$ cat src/rtl/seven_seg_pkg.sv
// Shared constants for the MM.SS seven-segment display driver.
// Holds the active-low gfedcba digit encodings, digit slot indices and the BCD split helper.
package seven_seg_pkg;

  localparam logic [6:0] SEG_0     = 7'b1000000;
  localparam logic [6:0] SEG_1     = 7'b1111001;
  localparam logic [6:0] SEG_2     = 7'b0100100;
  localparam logic [6:0] SEG_3     = 7'b0110000;
  localparam logic [6:0] SEG_4     = 7'b0011001;
  localparam logic [6:0] SEG_5     = 7'b0010010;
  localparam logic [6:0] SEG_6     = 7'b0000010;
  localparam logic [6:0] SEG_7     = 7'b1111000;
  localparam logic [6:0] SEG_8     = 7'b0000000;
  localparam logic [6:0] SEG_9     = 7'b0010000;
  localparam logic [6:0] SEG_BLANK = 7'b1111111;

  localparam logic [1:0] DIG_SU = 2'd0;
  localparam logic [1:0] DIG_ST = 2'd1;
  localparam logic [1:0] DIG_MU = 2'd2;
  localparam logic [1:0] DIG_MT = 2'd3;

  // Values 60..63 give a tens digit of 6, so they show as "60".."63".
  function automatic logic [3:0] digit_of(input logic [5:0] v, input logic tens);
    return tens ? 4'(v / 6'd10) : 4'(v % 6'd10);
  endfunction

endpackage

$ cat src/rtl/seven_seg_display_seg_decoder.sv
// Combinational BCD digit to active-low seven-segment decoder.
// Codes 10..15 are not digits and light nothing.
module seg_decoder
  import seven_seg_pkg::*;
(
  input  logic [3:0] digit,
  output logic [6:0] seg
);

  // NOTE: seg gets a default before the case so no path through this block infers a latch.
  always_comb begin
    seg = SEG_BLANK;
    case (digit)
      4'd0: seg = SEG_0;
      4'd1: seg = SEG_1;
      4'd2: seg = SEG_2;
      4'd3: seg = SEG_3;
      4'd4: seg = SEG_4;
      4'd5: seg = SEG_5;
      4'd6: seg = SEG_6;
      4'd7: seg = SEG_7;
      4'd8: seg = SEG_8;
      4'd9: seg = SEG_9;
      default: seg = SEG_BLANK;
    endcase
  end

endmodule

$ cat src/rtl/seven_seg_display.sv
// Time-multiplexed 4-digit MM.SS driver for a common-anode display.
// Snapshots the time once per frame and blinks the field under adjustment.
module seven_seg_display
  import seven_seg_pkg::*;
#(
  parameter int BASE_CLK   = 100_000_000,
  parameter int REFRESH_HZ = 500,
  parameter int BLINK_HZ   = 2
) (
  input  logic       i_clk,
  input  logic       i_rst,
  input  logic [5:0] MINUTES,
  input  logic [5:0] SECONDS,
  input  logic       ADJ,
  input  logic       SEL,
  output logic [6:0] SEG,
  output logic       DP,
  output logic [3:0] AN
);

  localparam int REFRESH_DIV = BASE_CLK / REFRESH_HZ;
  localparam int BLINK_DIV   = BASE_CLK / (2 * BLINK_HZ);
  localparam int RW = (REFRESH_DIV > 1) ? $clog2(REFRESH_DIV) : 1;
  localparam int BW = (BLINK_DIV > 1) ? $clog2(BLINK_DIV) : 1;

  logic [RW-1:0] refresh_cnt;
  logic [BW-1:0] blink_cnt, blink_cnt_n;
  logic          blink_phase, blink_phase_n;
  logic [1:0]    dig_idx;
  logic [5:0]    snap_min, snap_sec, disp_min, disp_sec;
  logic          load_pending, adj_q;
  logic          tick, load_now, adj_rise, blank;
  logic [3:0]    digit, an_n;
  logic [6:0]    seg_n;
  logic          dp_n;

  always_comb begin
    tick     = (refresh_cnt == RW'(REFRESH_DIV - 1));
    load_now = load_pending | (tick & (dig_idx == DIG_MT));
    adj_rise = ADJ & ~adj_q;

    blink_cnt_n   = blink_cnt + 1'b1;
    blink_phase_n = blink_phase;
    if (adj_rise) begin
      blink_cnt_n   = '0;
      blink_phase_n = 1'b0;
    end else if (blink_cnt == BW'(BLINK_DIV - 1)) begin
      blink_cnt_n   = '0;
      blink_phase_n = ~blink_phase;
    end

    // Right after reset the snapshot is still empty, so show the inputs it is about to capture.
    disp_min = load_pending ? MINUTES : snap_min;
    disp_sec = load_pending ? SECONDS : snap_sec;

    digit = '0;
    case (dig_idx)
      DIG_SU: digit = digit_of(disp_sec, 1'b0);
      DIG_ST: digit = digit_of(disp_sec, 1'b1);
      DIG_MU: digit = digit_of(disp_min, 1'b0);
      DIG_MT: digit = digit_of(disp_min, 1'b1);
      default: digit = '0;
    endcase

    // Blanking follows the upcoming phase so the half-period after an ADJ edge is fully visible.
    blank = ADJ & blink_phase_n & (dig_idx[1] == ~SEL);
    an_n  = blank ? 4'b1111 : ~(4'b0001 << dig_idx);
    dp_n  = ~((dig_idx == DIG_MU) & ~blank);
  end

  seg_decoder u_seg_decoder (
    .digit (digit),
    .seg   (seg_n)
  );

  // NOTE: all state here uses non-blocking assignments so every register samples pre-edge values.
  always_ff @(posedge i_clk or posedge i_rst) begin
    if (i_rst) begin
      refresh_cnt  <= '0;
      dig_idx      <= DIG_SU;
      blink_cnt    <= '0;
      blink_phase  <= 1'b0;
      adj_q        <= 1'b0;
      snap_min     <= '0;
      snap_sec     <= '0;
      load_pending <= 1'b1;
      AN           <= 4'b1111;
      SEG          <= SEG_BLANK;
      DP           <= 1'b1;
    end else begin
      refresh_cnt  <= tick ? '0 : refresh_cnt + 1'b1;
      if (tick) dig_idx <= dig_idx + 1'b1;
      blink_cnt    <= blink_cnt_n;
      blink_phase  <= blink_phase_n;
      adj_q        <= ADJ;
      if (load_now) begin
        snap_min <= MINUTES;
        snap_sec <= SECONDS;
      end
      load_pending <= 1'b0;
      AN           <= an_n;
      SEG          <= seg_n;
      DP           <= dp_n;
    end
  end

endmodule

$ cat config.mk
export PLATFORM = sky130hd
export DESIGN_NAME = seven_seg_display
export DESIGN_NICKNAME = d
export VERILOG_FILES = /design/src/rtl/seven_seg_pkg.sv /design/src/rtl/seven_seg_display_seg_decoder.sv /design/src/rtl/seven_seg_display.sv
export SDC_FILE = /design/constraint.sdc
export NUM_CORES = 1
export LEC_CHECK = 0
export CAP_MARGIN = 20
export CELL_PAD_IN_SITES_DETAIL_PLACEMENT = 1
export CELL_PAD_IN_SITES_GLOBAL_PLACEMENT = 1
export CORE_ASPECT_RATIO = 0.75
export CORE_MARGIN = 2
export CORE_UTILIZATION = 35
export CTS_CLUSTER_SIZE = 16
export DETAILED_ROUTE_END_ITERATION = 8
export PLACE_DENSITY = 0.63
export SYNTH_ARGS = -nofsm -noshare
export SYNTH_HDL_FRONTEND = slang
export SYNTH_SLANG_ARGS = --single-unit
export TNS_END_PERCENT = 1
$ cat constraint.sdc
create_clock -name i_clk -period 4.2 [get_ports i_clk]
set_input_delay 0.42 -clock i_clk [delete_from_list [all_inputs] [get_ports i_clk]]
set_output_delay 0.42 -clock i_clk [all_outputs]
set_load 0.005 [all_outputs]
==> results.json, run 1 <==
{
  "status": "completed",
  "worst_slew_pin_slew_ps": 509,
  "switching_share": 0.269,
  "synth_edf_count": 0,
  "critPathMaxFanout": 12,
  "yosysWarningCount": 0,
  "syn_area_per_cell_um2": 10.4,
  "syn_area_um2": 4060,
  "fin_crit_sh": 0.930,
  "power_density_nw_per_um2": 411,
  "core_region_area_um2": 11400,
  "antenna_found_initial": 0,
  "clkTransAtPathRegs_ps": 60,
  "dieArea_um2": 12500,
  "synth_area_leader_cell": "dfrtp_1",
  "ys_top_cells_by_count": "nor2_1 (62), dfrtp_1 (59), xor2_1 (26)",
  "max_freq_mhz": 256,
  "track_usage": 0.161,
  "critPathSlowestCell": "dfstp_2",
  "drive_gt1_frac": 0.146,
  "seqCellArea_um2": 1790,
  "crit_path_start": "load_pending$_DFF_PP1_",
  "drtIter0Drc": 107,
  "drc": 0,
  "synth-seq-area-share": 0.441,
  "synth_top_area_share": 0.364,
  "p_seq_frac": 0.408,
  "n_antenna_cell": 0,
  "post-dp-hpwl_um": 6540,
  "numCtsBuffers": 9,
  "synth-seq-cells": 71,
  "p_int_uw": 1440,
  "p_clk_frac": 0.382,
  "clock_skew_ps": 7.30,
  "end_kind": "flop",
  "critPathArrivalTime_ps": 4150,
  "crit_path_start_kind": "flop",
  "combPwrFrac": 0.210,
  "synth_fp_nets": 420,
  "ant_nets": 0,
  "r2r-start": "load_pending$_DFF_PP1_",
  "grt_pass1_vias": 3056,
  "via_count": 2914,
  "reg2reg_depth": 15,
  "critPathKind": "flop to flop",
  "peakVddDrop_v": 0.000208,
  "finalSetupViolations": 0,
  "setup_tns_ps": 0,
  "start_util": 0.355,
  "p_leak_uw": 0.00206,
  "die_w_um": 128,
  "drt-pass1-iter-count": 4,
  "cts_setup_buffers": 0,
  "grt_first_pass_wirelength_um": 15700,
  "gr-total-overflow": 0,
  "drv_slew": 0,
  "wl_um": 9070,
  "hold_viol_final": 0,
  "ys.flop_type": "dfrtp_1",
  "hold_buffers": 0,
  "htreeDepth": 3,
  "synthArstFlopShare": 1.00,
  "rsz0062_at_grt": "no",
  "multi_input_area_um2": 2110,
  "synth.most_common_cell": "nor2_1",
  "synth_area_leaders": "dfrtp_1 (36%), dfstp_2 (7.8%), nor2_1 (5.7%)",
  "fill_cells": 1269,
  "root_buffer": "clkbuf_16",
  "insertion_delay_ps": 330,
  "nets": 449,
  "crit_end": "SEG[5]$_DFF_PP1_",
  "die_h_um": 97.3,
  "slowest_delay_ps": 730,
  "gp_congestion": 0.816,
  "final_util": 0.417,
  "p_switching_uw": 529,
  "cts_resized": 0,
  "grt_max_degree": 47,
  "critical_path_required_ps": 4450,
  "syn_inst": 390,
  "viasPerCell": 5.13,
  "post_drt_wl_per_cell_um": 16.0,
  "rrSetupSlack_ps": 290,
  "io_buffers": 27,
  "cts_sinks": 71,
  "pin_count": 28,
  "ys_types": 55,
  "max_cap_viol_count": 0,
  "row_count": 34,
  "worstPathCellList": "mux4_2, inv_1, ha_1, inv_1, nor2_1, o21ai_0, nand2_1, nor2_1, a21o_1, ha_1, or4_1, o211ai_1, mux2i_4, a21o_1, a2bb2oi_1",
  "areaGrowthSynthToFinish_pct": 17.6,
  "worstReg2RegEnd": "SEG[5]$_DFF_PP1_",
  "slew-limit-headroom": 0.661,
  "cts_max_path_buffers": 2,
  "hp-class": "input port to async pin",
  "cts_tree": "done",
  "period_minus_slack_ps": 3910
}
[metal layers]
layer | GRT usage | wire [um]
met1 | 0.228 | 4640
met2 | 0.244 | 4030
met3 | 0.0396 | 258
met4 | 0.0456 | 140
met5 | 0 | 0
[cells in the final DEF, fill, tap and decap left out, drive strengths merged, types with 6 or more instances in the layout]
| cell | n |
|---|---|
| buf | 7 |
| dfstp | 12 |
| o21ai | 6 |
| xnor2 | 17 |
| mux2 | 13 |
| a21oi | 11 |
| nand2 | 24 |
| dfrtp | 59 |
| and3 | 12 |
| mux4 | 11 |
| clkdlybuf4s50 | 27 |
| nand3 | 16 |
| nand4 | 7 |
| clkbuf | 10 |
| ha | 14 |
| xor2 | 26 |
| nor2 | 63 |
| inv | 18 |
[worst max-delay path: cells and delay by family, from the launching register on]
| family | cells | cell delay [ps] |
|---|---|---|
| buffers and inverters | 2 | 260 |
| AND/OR/NAND/NOR | 4 | 760 |
| multiplexers | 2 | 860 |
| flip-flops | 1 | 730 |
| AO/OA/AOI/OAI | 5 | 770 |
| adder cells (fa/ha/maj) | 2 | 430 |
[how the worst min path moves through the flow]
stage,from,end,depth (start not counted)
6_report,i_rst,refresh_cnt[13]$_DFF_PP0_,2
4_1_cts,refresh_cnt[0]$_DFF_PP0_,refresh_cnt[0]$_DFF_PP0_,1
2_1_floorplan,refresh_cnt[0]$_DFF_PP0_,refresh_cnt[0]$_DFF_PP0_,1
3_3_place_gp,refresh_cnt[0]$_DFF_PP0_,refresh_cnt[0]$_DFF_PP0_,1
5_1_grt,i_rst,refresh_cnt[0]$_DFF_PP0_,2
3_5_place_dp,refresh_cnt[0]$_DFF_PP0_,refresh_cnt[0]$_DFF_PP0_,1
[state kept, by name (all words and copies together) (netlist names)]
register,count
AN,4
SEG,7
adj_q,1
blink_cnt,25
blink_phase,1
dig_idx,2
load_pending,1
refresh_cnt,18
snap_min,6
snap_sec,6
[logic make-up after synthesis]
family | count (synthesis) | share of synthesized area
xor+xnor | 43 | 0.0928
compound gates | 47 | 0.0838
fa+ha+maj | 14 | 0.0431
mux | 29 | 0.119
simple gates | 151 | 0.180
flops | 71 | 0.441
buf+inv | 34 | 0.0388
other cells | 1 | 0.000924
[power by group through the flow]
stage	Sequential [uW]	Combinational, uW	Clock (uW)
2_1_floorplan	808	277	0
3_3_place_gp	814	403	0
3_5_place_dp	815	411	0
4_1_cts	804	413	775
5_1_grt	810	457	803
6_report	802	412	751
[through the flow]
step | instances | setup slack, ps | hold WS [ps] | power, uW | area, um^2
after detailed placement | 550 | 234 | 481 | 1230 | 4460
after CTS | 566 | 289 | 489 | 1990 | 4750
after global routing | 568 | 71.5 | 334 | 2070 | 4780
after floorplan | 390 | 489 | 448 | 1080 | 4060
final | 568 | 293 | 319 | 1960 | 4780
after global placement | 550 | 347 | 478 | 1220 | 4460
[cell type report]
| cell class | count | area share |
|---|---|---|
| Multi-Input combinational cell | 285 | 0.442 |
| Sequential cell | 71 | 0.375 |
| Timing Repair Buffer | 34 | 0.0702 |
| Clock buffer | 10 | 0.0479 |
| Tap cell | 144 | 0.0377 |
| Inverter | 18 | 0.0141 |
| Clock inverter | 6 | 0.0128 |
Power figures use the tool's default switching activity.
==> run 2: changes to the inputs <==
CTS_BUF_LIST = sky130_fd_sc_hd__clkbuf_4 sky130_fd_sc_hd__clkbuf_8   (was default)
==> results.json, run 2 (same netlist as run 1, synthesis figures left out) <==
{
  "clkTransAtPathRegs_ps": 70,
  "worst_slew_pin_slew_ps": 507,
  "via_count": 2925,
  "areaGrowthSynthToFinish_pct": 15.2,
  "worstPathCellList": "mux4_2, inv_1, ha_1, inv_1, nor2_1, o21ai_0, nand2_1, nor2_1, a21o_1, ha_1, or4_1, o211ai_1, mux2i_4, a21o_1, a2bb2oi_1",
  "layout_commonest_cell": "nor2_1",
  "regMostFlops": "blink_cnt",
  "cts_tree": "done",
  "drc": 0,
  "cts_resized": 0,
  "track_usage": 0.157,
  "io_buffers": 27,
  "wl_met2_um": 4080,
  "wl_um": 8980,
  "total_power_uw": 1760,
  "ant_nets": 0,
  "hold_buffers": 0,
  "row_count": 34,
  "grt_max_degree": 47,
  "die_h_um": 97.3,
  "start_util": 0.355,
  "finalSetupViolations": 0,
  "fill_cells": 1277,
  "cts_max_path_buffers": 2,
  "antenna_found_initial": 0,
  "max_freq_mhz": 255,
  "clock_skew_ps": 11.7,
  "viasPerCell": 5.15,
  "met3WireLength_um": 228,
  "dieArea_um2": 12500,
  "final_cell_mix": "nor2_1 (62), dfrtp_1 (59), clkdlybuf4s50_1 (27)",
  "cts_sinks": 71,
  "die_w_um": 128,
  "core_region_area_um2": 11400,
  "drive_gt1_frac": 0.149,
  "n_antenna_cell": 0,
  "rrSetupSlack_ps": 280,
  "slowest_delay_ps": 740,
  "gp_congestion": 0.816,
  "drv_slew": 0,
  "peakVddDrop_v": 0.000152,
  "power_density_nw_per_um2": 375,
  "post_drt_wl_per_cell_um": 15.8,
  "insertion_delay_ps": 350,
  "critPathSlowestCell": "dfstp_2",
  "top_regs": "blink_cnt: 25 flops, refresh_cnt: 18 flops, SEG: 7 flops",
  "rsz0062_at_grt": "no",
  "critPathKind": "flop to flop",
  "max_cap_viol_count": 0,
  "numCtsBuffers": 9,
  "slew-limit-headroom": 0.662,
  "hp-class": "input port to async pin",
  "reg2reg_depth": 15,
  "critical_path_required_ps": 4470,
  "htreeDepth": 3,
  "fin_crit_sh": 0.932,
  "dp.cells": 550,
  "status": "completed",
  "grt_first_pass_wirelength_um": 15400,
  "top_layer": "met4",
  "r2r-start": "load_pending$_DFF_PP1_",
  "pin_count": 28,
  "period_minus_slack_ps": 3920,
  "grt_pass1_vias": 2955,
  "gr-total-overflow": 0,
  "met1Wirelength_um": 4580,
  "hold_ws_ps": 272,
  "drt-pass1-iter-count": 4,
  "crit_path_start": "load_pending$_DFF_PP1_",
  "cts_setup_buffers": 0,
  "hold_viol_final": 0,
  "critPathMaxFanout": 12,
  "stdcell_count": 568,
  "crit_path_start_kind": "flop",
  "largest_reg_flops": 25,
  "nets": 449,
  "drtIter0Drc": 125,
  "final_area_um2": 4680,
  "end_kind": "flop",
  "post-dp-hpwl_um": 6540,
  "p_leak_uw": 0.00202,
  "setup_tns_ps": 0,
  "critPathArrivalTime_ps": 4180,
  "place_area_um2": 4460,
  "root_buffer": "clkbuf_8"
}
-- run 2: cell counts in the layout (fill, tap and decap cells not counted) --
No cell type changed its count.
-- run 2: final cells by class --
cell class	count	area (um^2)	share of cell area
well taps	144	180	0.0385
clock buffers	10	131	0.0281
repair buffers	34	335	0.0717
multi-input cells	285	2110	0.451
flip-flops and latches	71	1790	0.383
clock inverters	6	61.3	0.0131
inverters	18	67.6	0.0144
-- run 2: final timing paths --
kind,to
setup / recovery,SEG[5]$_DFF_PP1_
hold / removal,blink_cnt[18]$_DFF_PP0_
setup reg to reg,SEG[5]$_DFF_PP1_
hold reg to reg,refresh_cnt[0]$_DFF_PP0_
max in group asynchronous,SEG[6]$_DFF_PP1_
min in group i_clk,refresh_cnt[0]$_DFF_PP0_
-- run 2: power breakdown --
| part | internal (uW) | switching, uW |
|---|---|---|
| Clock | 279 | 264 |
| Sequential | 765 | 34.8 |
| Combinational | 212 | 200 |
| Total | 1260 | 499 |
-- run 2: per-layer routing --
layer  GRT usage  vias up
met4      0.0406        0
met3      0.0347        9
li1            -     1407
met1       0.229     1479
met5           0        -
met2       0.236       30
-- run 2: worst max-delay path: cells and delay by family, from the launching register on --
| kind | cells | cell delay (ps) |
|---|---|---|
| muxes | 2 | 870 |
| buffers and inverters | 2 | 260 |
| DFF | 1 | 740 |
| and+or+nand+nor | 4 | 760 |
| adders and majority gates | 2 | 430 |
| AOI/OAI and AO/OA | 5 | 780 |
-- run 2: metrics by stage --
stage,util,setup slack [ps]
after global routing,0.409,67.8
after detailed placement,0.390,234
final,0.409,285
after global placement,0.390,347
after floorplan,-,489
after CTS,0.406,286
